<file path="config.mk">
export PLATFORM = sky130hd
export DESIGN_NAME = fdc_seq
export DESIGN_NICKNAME = d
export VERILOG_FILES = /design/src/rtl/fdc_pkg.sv /design/src/rtl/fdc_edge_det.sv /design/src/rtl/fdc_seq.sv
export SDC_FILE = /design/constraint.sdc
export NUM_CORES = 1
export LEC_CHECK = 0
export ABC_AREA = 0
export BUFFER_PORTS_ARGS = -buffer_cell sky130_fd_sc_hd__buf_4
export CAP_MARGIN = 20
export CORE_MARGIN = 2
export CORE_UTILIZATION = 37
export DETAILED_ROUTE_END_ITERATION = 12
export GPL_ROUTABILITY_DRIVEN = 0
export GPL_TIMING_DRIVEN = 1
export MAX_ROUTING_LAYER = met4
export PLACE_DENSITY_LB_ADDON = 0.2
export SLEW_MARGIN = 0
export SYNTH_ARGS = -nofsm -noshare
export SYNTH_HDL_FRONTEND = slang
export SYNTH_SLANG_ARGS = --single-unit
</file>
<file path="constraint.sdc">
create_clock -name clk -period 2.15 [get_ports clk]
set_input_delay 0.43 -clock clk [delete_from_list [all_inputs] [get_ports clk]]
set_output_delay 0.43 -clock clk [all_outputs]
set_load 0.02 [all_outputs]
</file>
<file path="src/rtl/fdc_pkg.sv">
// Shared state encoding and default sizing for the frequency-to-digital counter sequencer.
package fdc_pkg;

  localparam int DEF_CNT_W      = 5;
  localparam int DEF_GATE_SHORT = 4;
  localparam int DEF_GATE_LONG  = 16;
  localparam int DEF_TIMEOUT    = 1023;

  typedef enum logic [1:0] {
    IDLE  = 2'd0,
    ARM   = 2'd1,
    COUNT = 2'd2,
    DONE  = 2'd3
  } fdc_state_e;

endpackage

</file>
<file path="src/rtl/fdc_edge_det.sv">
// Registered rising-edge detector: the previous level is held in a flop and compared with
// the current level.
module fdc_edge_det (
  input  logic clk,
  input  logic reset,
  input  logic din,
  output logic rise
);

  logic prev;

  always_ff @(posedge clk) begin
    if (reset) prev <= 1'b0;
    else       prev <= din;
  end

  assign rise = din & ~prev;

endmodule

</file>
<file path="src/rtl/fdc_seq.sv">
// Gated vco edge counter: counts vco rising edges over GATE_SHORT/GATE_LONG clk_ref periods,
// aborting with tout if clk_ref stalls for TIMEOUT cycles.
//
// state | meaning
// IDLE  | waiting for start
// ARM   | waiting for the clk_ref edge that opens the gate
// COUNT | counting vco edges until the gate closes
// DONE  | result held, valid high until ack
module fdc_seq
  import fdc_pkg::*;
#(
  parameter int CNT_W      = DEF_CNT_W,
  parameter int GATE_SHORT = DEF_GATE_SHORT,
  parameter int GATE_LONG  = DEF_GATE_LONG,
  parameter int TIMEOUT    = DEF_TIMEOUT
) (
  input  logic             clk,
  input  logic             reset,
  input  logic             start,
  input  logic             selec,
  input  logic             clk_ref,
  input  logic             vco,
  input  logic             ack,
  output logic             busy,
  output logic             valid,
  output logic [CNT_W-1:0] count,
  output logic             ovf,
  output logic             tout
);

  localparam int PER_W = $clog2(GATE_LONG + 1);
  localparam int TMR_W = $clog2(TIMEOUT + 1);

  localparam logic [CNT_W-1:0] CNT_MAX  = '1;
  localparam logic [PER_W-1:0] GATE_S   = PER_W'(GATE_SHORT);
  localparam logic [PER_W-1:0] GATE_L   = PER_W'(GATE_LONG);
  localparam logic [TMR_W-1:0] TMR_LAST = TMR_W'(TIMEOUT - 1);

  fdc_state_e       state, state_nxt;
  logic             sel_q, sel_nxt;
  logic [CNT_W-1:0] count_nxt;
  logic             ovf_nxt, tout_nxt;
  logic [PER_W-1:0] period, period_nxt, period_inc, gate_len;
  logic [TMR_W-1:0] timer, timer_nxt, timer_inc;
  logic             ref_rise, vco_rise;

  fdc_edge_det u_ref_det (.clk(clk), .reset(reset), .din(clk_ref), .rise(ref_rise));
  fdc_edge_det u_vco_det (.clk(clk), .reset(reset), .din(vco),     .rise(vco_rise));

  assign gate_len   = sel_q ? GATE_L : GATE_S;
  assign period_inc = period + PER_W'(1);
  assign timer_inc  = timer + TMR_W'(1);
  assign busy       = (state == ARM) || (state == COUNT);
  assign valid      = (state == DONE);

  always_ff @(posedge clk) begin
    if (reset) begin
      state  <= IDLE;
      sel_q  <= 1'b0;
      count  <= '0;
      ovf    <= 1'b0;
      tout   <= 1'b0;
      period <= '0;
      timer  <= '0;
    end else begin
      state  <= state_nxt;
      sel_q  <= sel_nxt;
      count  <= count_nxt;
      ovf    <= ovf_nxt;
      tout   <= tout_nxt;
      period <= period_nxt;
      timer  <= timer_nxt;
    end
  end

  always_comb begin
    state_nxt  = state;
    sel_nxt    = sel_q;
    count_nxt  = count;
    ovf_nxt    = ovf;
    tout_nxt   = tout;
    period_nxt = period;
    timer_nxt  = timer;
    case (state)
      IDLE: begin
        if (start) begin
          state_nxt  = ARM;
          sel_nxt    = selec;
          count_nxt  = '0;
          ovf_nxt    = 1'b0;
          tout_nxt   = 1'b0;
          period_nxt = '0;
          timer_nxt  = '0;
        end
      end
      ARM: begin
        timer_nxt = timer_inc;
        if (ref_rise) begin
          state_nxt = COUNT;
          timer_nxt = '0;
        end else if (timer == TMR_LAST) begin
          state_nxt = DONE;
          tout_nxt  = 1'b1;
        end
      end
      COUNT: begin
        timer_nxt = timer_inc;
        // vco is evaluated before the gate check so an edge on the closing cycle still counts
        if (vco_rise) begin
          if (count == CNT_MAX) ovf_nxt = 1'b1;
          else                  count_nxt = count + CNT_W'(1);
        end
        if (ref_rise) begin
          timer_nxt  = '0;
          period_nxt = period_inc;
          if (period_inc == gate_len) state_nxt = DONE;
        end else if (timer == TMR_LAST) begin
          state_nxt = DONE;
          tout_nxt  = 1'b1;
        end
      end
      DONE: begin
        if (ack) state_nxt = IDLE;
      end
      default: state_nxt = IDLE;
    endcase
  end

endmodule

</file>
# Word level (Yosys, flattened, before mapping)
# Cells that the tools add are included.
# Widths: inputs -> output; s select.
dict set report totals {
  out_inout_bits 9
  wordCells 67
  reg_bits 27
  input_bits 7
}
dict set report classes {
  n_mux 24
  bitwise_logic 4
  n_addsub 3
  n_reduce_logical 12
  n_eq_ne 15
}
# op count
set op_table {}
lappend op_table {{$mux 5} 5}
lappend op_table {{$mux 10} 2}
lappend op_table {{$pmux 10 s2} 1}
lappend op_table {{$pmux 5 s2} 2}
lappend op_table {{$mux 2} 6}
lappend op_table {{$reduce_and 4->1} 3}
lappend op_table {{$add 10x1->10 const B} 1}
lappend op_table {{$add 5x1->5 const B} 2}
lappend op_table {{$eq 10x10->1 const B} 1}
lappend op_table {{$ne 2x2->1 const B} 5}
lappend op_table {{$pmux 2 s4} 1}
lappend op_table {{$ne 2x1->1 const B} 3}
lappend op_table {{$reduce_and 3->1} 2}
lappend op_table {{$eq 5x5->1} 1}
lappend op_table {{$eq 5x5->1 const B} 1}
lappend op_table {{$mux 1} 5}
lappend op_table {{$eq 2x2->1 const B} 2}
lappend op_table {{$pmux 1 s2} 2}
lappend op_table {{$reduce_and 2->1} 2}
lappend op_table {{$reduce_bool 2->1} 2}
lappend op_table {{$ne 3x2->1 const B} 1}
lappend op_table {{$and 1x1->1} 2}
lappend op_table {{$eq 2x1->1 const B} 1}
lappend op_table {{$logic_not 2->1} 1}
lappend op_table {{3 further kinds} 4}

# Longest topological paths before layout
dict set report depth {
  depth_word 5
  mapped_depth 8
  ltp_nobuf 7
}

# Cells and area by module
# A second synthesis with hierarchy kept.
dict set report hier_totals {
  hier_cells 170
  hier_area_um2 1481.4
}
# mod seq_area_each_um2 cells_each area_per_inst_um2 n_inst
set modules_own_cells {}
lappend modules_own_cells {fdc_seq 500.5 164 1386.3 1}
lappend modules_own_cells {fdc_edge_det 20.0 3 47.5 2}

# Worst setup path after synthesis
# OpenSTA, ideal clock, no wires.
dict set report synth_timing {
  path_type {register -> register}
  startpoint {reg state[1]}
  endpoint {reg timer[5]}
  setup_slack_ns 0.174
  t_arrival_ns 1.907
  n_path_buf 0
  stages_incl_launch_ff 8
  required_time_ns 2.080
  setup_time_ns 0.070
  synth_period_minus_slack_ns 1.976
  cell_sequence {dfxtp_1 > inv_1 > ha_1 > mux2_4 > and2_4 > nand3_4 > or4b_1 > a21oi_1}
}
dict set report synth_via {
  elab_chain_cells 4
  word_cells_on_any_way 8
  cone_classes {eq/ne: 3; mux: 1; reduce/logical: 4}
}
# element line_no
set synth_lines {}
lappend synth_lines {{start, declared} fdc_seq.sv:39} ;# fdc_state_e state, state_nxt;
lappend synth_lines {{start signal, assigned} fdc_seq.sv:66} ;# state <= state_nxt;
lappend synth_lines {{$eq 2x1->1 / $eq 2x2->1 (equally long branches)} fdc_seq.sv:84} ;# case (state)
lappend synth_lines {{$reduce_or 2->1 (no line)} n/a}
lappend synth_lines {{$reduce_bool 2->1 (no line)} n/a}
lappend synth_lines {{$reduce_and 2->1 (no line)} n/a}
lappend synth_lines {{end signal, assigned} fdc_seq.sv:72} ;# timer <= timer_nxt;
lappend synth_lines {{end, declared} fdc_seq.sv:44} ;# logic [TMR_W-1:0] timer, timer_nxt, timer_inc;
# Several ways; a longest one is shown, not always the timed one.
# A chain may end at the register's enable or synchronous reset.

# Worst setup path after layout
dict set report layout_timing {
  startpoint {reg state[0]}
  endpoint {reg timer[5]}
}
# Same word-level chain as after synthesis.

==> flow_summary_export.csv <==
group,metric,value,unit
power,p_int,0.7189,mW
worst_setup_path,crit_path_start_kind,"flip-flop",
power,combPwrFrac,19.3,%
sta,fin_crit_sh,93.33,%
power,swShare,28.57,%
worst_setup_path,cpPeakStageDelay,480,ps
clocking,postCtsSetupBuffers,0,
power,power_leakage,0.6714,nW
grt,grt_overflow,0,
clocking,clk_pin_slew_worst_paths,90,ps
hold_path,hp-class,"in2reg",
routing,via_per_inst,5.275,
routing,wirelength,3077,um
power,switchingPower,0.2875,mW
worst_setup_path,critPathRequiredTime,2360,ps
placed_design,io_buffers,15,
sta,clock_skew,2.651,ps
routing,drtIter0Drc,80,
power,clock_power_share,28.4,%
cells_and_area,n_antenna_cell,0,
floorplan,initial_utilization,38.89,%
routing,drt-wirelength-per-cell,13.04,um
yosys,synthTopCellsByArea,"dfxtp_1, ha_1, nor2_1, a21oi_1, o21ai_0",
sta,rsz0062_at_grt,"yes",
sta,tightest_slew,453.7,ps
sta,holdWs,384.7,ps
routing,drc,0,
power,power_density,608.4,nW/um2
floorplan,die_y,66.50,um
worst_setup_path,rr_startpoint,"state[0]",
placed_design,placed_cell_area,1607,um2
worst_setup_path,r2r_cells,7,
worst_setup_path,rrSetupSlack,140,ps
yosys,netlist_instances,172,
routing,antenna_left,0,
floorplan,io_pins,16,
grt,grt_max_degree,20,
worst_setup_path,critical_path.max_fanout,6,
yosys,netlist_area,1445,um2
grt,grt_pass1_vias,1193,
worst_setup_path,slowest_stage,"or4b_1",
grt,antenna_found_initial,0,
yosys,synth_ff_type,"dfxtp_1",
worst_setup_path,crit_chain,"inv_1 > ha_1 > mux2_4 > and2_4 > nand3_4 > or4b_1 > a21oi_1",
cells_and_area,syn2layout_area_growth,14.46,%
yosys,synth_area_leader_cell,"dfxtp_1",
power,ir_worst_vdd,0.4623,mV
worst_setup_path,rr_endpoint,"timer[5]",
sta,achievable-frequency,498.4,MHz
yosys,ys_async_sr_fraction,0,%
sta,post-route-min-period,2007,ps
sta,relSlewSlack,69.75,%
cells_and_area,final_net_count,205,
grt,grt_pass1_wl,5388,um
clocking,cts_sinks,27,
placed_design,hpwlAfterDp,2304,um
yosys,synth_edf_count,0,
yosys,synthesis.nets,188,
clocking,cts-root-buf,"clkbuf_8",
cells_and_area,layout_common_cells,"dfxtp_1, nor2_1, a21oi_1",
floorplan,die_w,66.50,um
worst_setup_path,cp.arrival,2210,ps
sta,finalSetupViolations,0,
worst_setup_path,cpLargestDelayFamily,"simple AND/OR/NAND/NOR gates",
cells_and_area,layout_commonest_cell,"dfxtp_1",
hold_path,min_from,"vco",
clocking,cts-buffers-inserted,3,
yosys,synth_seq_cells,27,
clocking,cts_buffer_depth,2,
yosys,yosysSeqAreaShare,37.40,%
routing,first_pass_iters,4,
routing,vias,1245,
sta,drv_slew,0,
run_status,outcome,"finished clean",
hold_path,min_path_cells,2,
cells_and_area,drive_gt1_share,13.30,%
sta,hold_violations,0,
yosys,synth_top_area_share,37.40,%
hold_path,hold_end,"u_vco_det.prev",
cells_and_area,utilization,44.51,%
sta,fin_tns_setup,0,ps
worst_setup_path,crit_path_end_kind,"flip-flop",
yosys,synthDistinctLibCells,37,
grt,grt_use_total,16.10,%
worst_setup_path,timing_worst_setup_path_type,"reg2reg",
floorplan,die_area,4422,um2
yosys,yosys_warnings,0,
job,drv_cap,0,
clocking,ctsHtreeMaxLevel,1,
yosys,synth.avg_cell_area,8.402,um2
clocking,clk_latency,270,ps
power,share_seq_of_total_power,52.3,%
clocking,cts_tree,"done",
floorplan,rows,22,
cells_and_area,final_area,1654,um2
worst_setup_path,path_buf_inv,1,
floorplan,core-area,3716,um2
[synth_stat cells, types with 3 or more instances]
master	count
nor3_1	3
nand3_1	8
nand2b_1	4
dfxtp_1	27
o21ai_0	9
a21oi_1	17
clkbuf_1	3
inv_1	4
nand3b_1	3
and3_1	4
nand2_1	10
mux2i_1	4
xor2_1	5
nor2b_1	5
or3_1	4
nor2_1	25
a21o_1	3
a22oi_1	3
ha_1	9
[metal layers]
layer | global-route usage, % | share of wire [%] | vias to the layer above | wire length [um]
met5 | - | 0 | - | 0
met4 | 3.061 | 0.81 | 0 | 25
met3 | 4.223 | 3.5 | 2 | 109
met2 | 25.12 | 46 | 20 | 1412
met1 | 21.21 | 50 | 571 | 1529
li1 | - | - | 652 | -
[cells by family (layout without fill, tap and decap cells)]
| group | Yosys count | count (layout) | share of synthesized area (%) |
|---|---|---|---|
| xor gates and xnor gates | 5 | 5 | 3.030 |
| adders and majority gates | 9 | 9 | 7.792 |
| buffers and inverters | 8 | 24 | 2.337 |
| DFF | 27 | 27 | 37.40 |
| AOI/OAI and AO/OA | 40 | 40 | 16.80 |
| and+or+nand+nor | 78 | 78 | 28.83 |
| muxes | 5 | 5 | 3.809 |
[worst max path at each step]
stage	start	slack, ps	depth (start not counted)	to
2_1_floorplan	state[1]	170	7	timer[5]
3_5_place_dp	state[1]	160	7	timer[5]
5_1_grt	state[0]	-4	7	timer[5]
4_1_cts	state[1]	120	7	timer[5]
3_3_place_gp	state[1]	240	7	timer[5]
6_report	state[0]	140	7	timer[5]
[per-stage QoR]
step / setup WS [ps] / total power, mW / std cells
after global routing: -4.438 / 1.072 / 236
final: 143.5 / 1.006 / 236
after floorplan: 173.6 / 0.6780 / 172
after detailed placement: 160.7 / 0.7311 / 232
after CTS: 122.3 / 1.021 / 236
after global placement: 242.1 / 0.7248 / 232
[power by group through the flow]
stage                     Sequential (mW)  Combinational [mW]  Clock, mW
after floorplan                     0.533               0.145          0
after global placement              0.536               0.189          0
after detailed placement            0.537               0.194          0
after CTS                           0.525               0.195      0.301
after global routing                0.529               0.217      0.326
final                               0.526               0.195      0.286
[area by class of cell]
cell class | instances | area [um2]
Fill cell | 383 | 2062
Multi-Input combinational cell | 137 | 870.8
Sequential cell | 27 | 541.8
Timing Repair Buffer | 16 | 120.1
Tap cell | 48 | 60.06
Clock buffer | 3 | 41.29
Inverter | 4 | 15.01
Clock inverter | 1 | 5.005
[repair_timing]
action                     4_1_cts  5_1_grt
hold buffers                     0        0
setup endpoints to repair        0        2
gates resized for setup          0        1
[flip-flops by register name (all words and copies together) (netlist names)]
register	cells
period	5
count	5
u_vco_det.prev	1
ovf	1
sel_q	1
tout	1
state	2
timer	10
u_ref_det.prev	1
(Power assumes the default switching activity.)
